### src/rtl/bus_arbiter_rr_pkg.sv
// Shared types and helpers for the round-robin coherence-bus arbiter.
package bus_arb_pkg;

   localparam int MAX_CORES = 8;

   typedef enum logic [1:0] {
      ARB_IDLE    = 2'd0,
      ARB_ACCESS  = 2'd1,
      ARB_RELEASE = 2'd2
   } arb_state_t;

   function automatic logic [MAX_CORES-1:0] onehot(input int idx, input int n);
      logic [MAX_CORES-1:0] v;
      v = '0;
      if (idx >= 0 && idx < n && idx < MAX_CORES) begin
         v[idx[2:0]] = 1'b1;
      end
      return v;
   endfunction

endpackage

### src/rtl/bus_arbiter_rr_picker.sv
// Combinational round-robin winner selection, searching upward from last_owner+1.
module rr_picker
   import bus_arb_pkg::*;
#(
   parameter  int NUM_CORES = 2,
   localparam int IW        = $clog2(NUM_CORES)
) (
   input  logic [NUM_CORES-1:0] i_req,
   input  logic [IW-1:0]        i_last_owner,
   output logic [IW-1:0]        o_winner,
   output logic                 o_any_req
);

   logic [IW-1:0] w_idx;

   // Walk candidates from farthest to nearest so the nearest requester after last_owner wins.
   always_comb begin
      o_winner = '0;
      w_idx    = '0;
      for (int k = NUM_CORES; k >= 1; k--) begin
         w_idx = IW'((int'(i_last_owner) + k) % NUM_CORES);
         if (i_req[w_idx]) begin
            o_winner = w_idx;
         end
      end
   end

   assign o_any_req = |i_req;

endmodule

### src/rtl/bus_arbiter_rr.sv
// Round-robin arbiter and transaction sequencer for the shared coherence bus / L2 port.
//
// state       | meaning
// ARB_IDLE    | bus free, waiting for any core request
// ARB_ACCESS  | one core owns the bus, hold counter running
// ARB_RELEASE | one-cycle turnaround, grant dropped, pointer updated
module bus_arbiter_rr
   import bus_arb_pkg::*;
#(
   parameter  int NUM_CORES      = 2,
   parameter  int TIMEOUT_CYCLES = 64,
   localparam int IW             = $clog2(NUM_CORES),
   localparam int CW             = $clog2(TIMEOUT_CYCLES + 1)
) (
   input  logic                 clk,
   input  logic                 reset,
   input  logic [NUM_CORES-1:0] req_core,
   input  logic                 l2_done,
   output logic [NUM_CORES-1:0] grant_core,
   output logic [NUM_CORES-1:0] stall_core,
   output logic                 l2_valid,
   output logic                 bus_busy,
   output logic [IW-1:0]        owner_id,
   output logic                 timeout_err
);

   arb_state_t           r_state;
   logic [NUM_CORES-1:0] r_grant;
   logic                 r_l2_valid;
   logic [IW-1:0]        r_owner;
   logic [IW-1:0]        r_last;
   logic [CW-1:0]        r_cnt;
   logic                 r_tmo;

   logic [IW-1:0]        w_winner;
   logic                 w_any_req;
   logic [NUM_CORES-1:0] w_grant_next;
   logic                 w_owner_req;
   logic                 w_cnt_tc;

   rr_picker #(
      .NUM_CORES (NUM_CORES)
   ) u_picker (
      .i_req        (req_core),
      .i_last_owner (r_last),
      .o_winner     (w_winner),
      .o_any_req    (w_any_req)
   );

   assign w_grant_next = NUM_CORES'(onehot(int'(w_winner), NUM_CORES));
   assign w_owner_req  = req_core[r_owner];
   assign w_cnt_tc     = (r_cnt == CW'(TIMEOUT_CYCLES - 1));

   always_ff @(posedge clk) begin
      if (reset) begin
         r_state    <= ARB_IDLE;
         r_grant    <= '0;
         r_l2_valid <= 1'b0;
         r_owner    <= '0;
         r_last     <= IW'(NUM_CORES - 1);
         r_cnt      <= '0;
         r_tmo      <= 1'b0;
      end else begin
         r_tmo <= 1'b0;
         case (r_state)
            ARB_IDLE: begin
               if (w_any_req) begin
                  r_grant    <= w_grant_next;
                  r_l2_valid <= 1'b1;
                  r_owner    <= w_winner;
                  r_cnt      <= '0;
                  r_state    <= ARB_ACCESS;
               end
            end
            ARB_ACCESS: begin
               // Completion has priority over abort and timeout; only a true timeout flags an error.
               if (l2_done || !w_owner_req || w_cnt_tc) begin
                  r_grant    <= '0;
                  r_l2_valid <= 1'b0;
                  r_cnt      <= '0;
                  r_state    <= ARB_RELEASE;
                  r_tmo      <= !l2_done && w_owner_req;
               end else begin
                  r_cnt <= r_cnt + 1'b1;
               end
            end
            ARB_RELEASE: begin
               r_last  <= r_owner;
               r_state <= ARB_IDLE;
            end
            default: begin
               r_grant    <= '0;
               r_l2_valid <= 1'b0;
               r_cnt      <= '0;
               r_state    <= ARB_IDLE;
            end
         endcase
      end
   end

   assign grant_core  = r_grant;
   assign l2_valid    = r_l2_valid;
   assign bus_busy    = (r_state != ARB_IDLE);
   assign owner_id    = r_owner;
   assign timeout_err = r_tmo;
   assign stall_core  = req_core & ~r_grant;

endmodule
### config.mk
export PLATFORM = sky130hd
export DESIGN_NAME = bus_arbiter_rr
export DESIGN_NICKNAME = d
export VERILOG_FILES = /design/src/rtl/bus_arbiter_rr_pkg.sv /design/src/rtl/bus_arbiter_rr_picker.sv /design/src/rtl/bus_arbiter_rr.sv
export SDC_FILE = /design/constraint.sdc
export NUM_CORES = 1
export LEC_CHECK = 0
export CAP_MARGIN = 20
export CORE_MARGIN = 10
export CORE_UTILIZATION = 35
export CTS_CLUSTER_DIAMETER = 60
export DETAILED_ROUTE_END_ITERATION = 7
export PLACE_DENSITY = 0.58
export SLEW_MARGIN = 20
export SYNTH_ARGS = -nofsm -noshare
export SYNTH_HDL_FRONTEND = slang
export SYNTH_HIERARCHICAL = 1
export SYNTH_SLANG_ARGS = --single-unit
### constraint.sdc
create_clock -name clk -period 1.65 [get_ports clk]
set_input_delay 0.33 -clock clk [delete_from_list [all_inputs] [get_ports clk]]
set_output_delay 0.33 -clock clk [all_outputs]
set_load 0.01 [all_outputs]
==> results by group, run 1 <==
Run status
  • Status: complete, no violations

Global route
  • Global-route wire length before repair: 2730 um
  • Vias in the first global route: 641
  • GRT overflow: 0
  • Largest net degree at the start of global routing: 9
  • Initial antenna violation count: 0
  • Global-route usage over all layers: 0.0810

Place
  • Placement Cell Area: 946 sq um
  • Dpl hpwl: 1280 um
  • Post-place setup slack: -0.212 ns
  • GP Congestion: 0.759
  • Input/output buffers: 12

Timing
  • Clk_skew: 0.00360 ns
  • Normalized max-slew margin: 0.751
  • Endpoints failing setup: 0
  • Fmax: 630 MHz
  • Worst slack on hold paths: 0.464 ns
  • Slew Viols, Final: 0
  • RSZ-0062 raised after global routing: no
  • Setup TNS: 0 ns
  • Final WS setup: 0.0625 ns
  • Hold Vio Cnt, Final: 0
  • Tcrit/Tclk final: 0.962
  • Tmin final: 1.59 ns
  • Slew @ Worst Pin: 0.364 ns

Clock network
  • # H-tree levels: 1
  • Worst-Skew Late Latency: 0.28 ns
  • Total CTS buffers: 3
  • Sink Count: 15
  • Clock Tree Buf Depth: 2
  • Clk pin slew, worst setup/hold paths: 0.09 ns
  • Clk root buf: clkbuf_4
  • # Post-CTS Setup Buffers: 0
  • CTS tree: built

Pwr
  • Max VDD drop: 0.000403 V
  • Pwr Density: 787 nW/um^2
  • Leakage: 0.400 nW

Drt
  • Drc violations: 0
  • Via count: 620
  • Final ANT Viol Nets: 0
  • Wire per inst: 12.0 um
  • Vias/cell: 4.66
  • Final wirelength: 1600 um
  • Drt pass-1 iters: 4
  • Iteration-0 DRC Markers: 6

Critical path
  • Reg2reg path depth: 6
  • WP buf/inv: 1
  • Reg-to-reg startpoint: r_cnt[0]$_SDFFE_PP0P_
  • Max FO, Critical Path: 4
  • Critical Path RT: 1.32 ns
  • Crit path from: owner_id$_SDFFE_PP0P_
  • Critical Path, Cell by Cell: clkdlybuf4s50_1
  • Crit-path slowest cell: clkdlybuf4s50_1
  • Crit Path Category: reg2out
  • Slowest cell delay on critical path: 0.57 ns
  • Crit. path cell count: 1
  • Crit path DAT: 1.26 ns
  • Crit. End Element: output pin
  • Top delay family on crit path: buffers and inverters
  • Crit start category: flop

Synthesis
  • Syn avg cell area: 8.97 sq um
  • Dominant synthesized flop cell: dfxtp_1
  • Synth area leaders: dfxtp_1, xor2_1, nor2_1
  • Most frequent cell after synthesis: dfxtp_1
  • Post-synth EDFFs: 0
  • Mapped Cells: 78
  • Number of synthesis warnings: 6
  • Leading area contributor after synthesis: dfxtp_1
  • Share of the synthesized area in the top cell type: 0.429
  • Syn_nets: 84
  • Synth top cells by count: dfxtp_1, nor2_1, inv_1, nand2_1
  • Synth async-reset ratio: 0
  • Mapped Area: 699 sq um
  • Cell variety after synth: 32
  • Seq/Total Area, Yosys: 0.429
  • FF+latch count, synth: 15

Floorplanning
  • Chip Height: 64.7 um
  • Die W: 64.7 um
  • Io pins: 13
  • Rows: 16
  • Die area: 4190 sq um
  • Starting Density: 0.364
  • Core Area: 1920 sq um

Finish
  • Post-route cell area: 983 sq um
  • P&R area growth vs syn: 40.6%
  • Nets: 113
  • Core Util, Final: 0.512
  • Fraction of layout cells with a size suffix above 1: 0.245
  • Ant. Diodes: 0

Worst hold path
  • Worst hold path class: reg2reg
  • HP Start: r_cnt[6]$_SDFFE_PP0P_
  • Hold path cells: 1

Run
  • Max_cap viols: 0
==> placed cells by master, fill, tap and decap left out, types with 2 or more instances in the layout <==
| master | instances |
|---|---|
| or2_1 | 2 |
| clkdlybuf4s50_1 | 9 |
| o2111ai_1 | 2 |
| and3_1 | 2 |
| o22ai_1 | 2 |
| a21oi_1 | 4 |
| buf_4 | 13 |
| nand2_1 | 5 |
| nor3_2 | 2 |
| xor2_1 | 4 |
| dfxtp_2 | 2 |
| nor2_1 | 7 |
| clkbuf_4 | 3 |
| nor2b_1 | 4 |
| o21ai_0 | 3 |
| dfxtp_1 | 13 |
| inv_1 | 7 |
==> layout make-up <==
cell class / instances / area (sq um)
sequential: 15 / 303
timing repair buffer: 25 / 219
clock buffer: 4 / 26.3
inverter: 7 / 26.3
fill: 213 / 938
multi-input combinational: 55 / 375
tap: 27 / 33.8
==> logic make-up (layout without fill, tap and decap cells) <==
group / count (synthesis) / in the layout / synth area share
simple gates: 31 / 31 / 0.258
fa+ha+maj: 1 / 1 / 0.0179
compound gates: 18 / 18 / 0.186
buf+inv: 8 / 36 / 0.0447
xor+xnor: 4 / 4 / 0.0501
mux: 1 / 1 / 0.0143
flops: 15 / 15 / 0.429
==> sequential cells by signal, indices dropped and copies added, names as in the netlist <==
| name | flops |
|---|---|
| l2_valid | 1 |
| owner_id | 1 |
| grant_core | 2 |
| r_state | 2 |
| r_last | 1 |
| r_cnt | 7 |
| timeout_err | 1 |
==> per-layer routing <==
layer	routed length, um	vias up	GRT usage
met1	713	274	0.0846
met3	89	3	0.0361
li1	-	327	-
met5	0	-	0
met4	22	0	0.0401
met2	772	16	0.135
==> path summary, 6_finish.rpt <==
path	end	slack, ns
min reg2reg	r_cnt[6]$_SDFFE_PP0P_	0.46
max	owner_id	0.06
min	r_cnt[6]$_SDFFE_PP0P_	0.46
max reg2reg	l2_valid$_SDFFE_PP0P_	0.19
==> timing repair <==
| action | CTS | global route |
|---|---|---|
| resized for setup | 5 | 3 |
| endpoints found under the setup margin | 3 | 11 |
| hold buffers | 0 | 0 |
==> through the flow <==
| step | total power [mW] | cells |
|---|---|---|
| 2_1_floorplan | 0.483 | 78 |
| 6_report | 0.774 | 133 |
| 3_5_place_dp | 0.578 | 129 |
| 5_1_grt | 0.827 | 133 |
| 3_3_place_gp | 0.575 | 129 |
| 4_1_cts | 0.787 | 133 |
==> power by group <==
group	internal [mW]	leakage, nW	total [mW]	switching, mW
sequential	0.382	0.123	0.398	0.0164
combinational	0.0938	0.262	0.169	0.0756
clock	0.0939	0.0150	0.207	0.113
total	0.569	0.400	0.774	0.205
No activity file was read; power rests on OpenSTA's default activity.
==> run 2, diff against run 1 <==
--- a/config.mk
+++ b/config.mk
@@ -5,11 +5,13 @@
 export SDC_FILE = /design/constraint.sdc
 export NUM_CORES = 1
 export LEC_CHECK = 0
+export ABC_CLOCK_PERIOD_IN_PS = 1650
 export CAP_MARGIN = 20
 export CORE_MARGIN = 10
 export CORE_UTILIZATION = 35
 export CTS_CLUSTER_DIAMETER = 60
 export DETAILED_ROUTE_END_ITERATION = 7
+export MAX_ROUTING_LAYER = met4
 export PLACE_DENSITY = 0.58
 export SLEW_MARGIN = 20
 export SYNTH_ARGS = -nofsm -noshare
==> results of run 2 <==
No change in the layout: final DEF, timing and power equal those of run 1.
Main changes from that run: final weighted congestion in routability-driven placement 0.759 -> 0.769; overall routing resource usage 0.0810 -> 0.0833; violation count after the first detailed-route iteration 6 -> 10
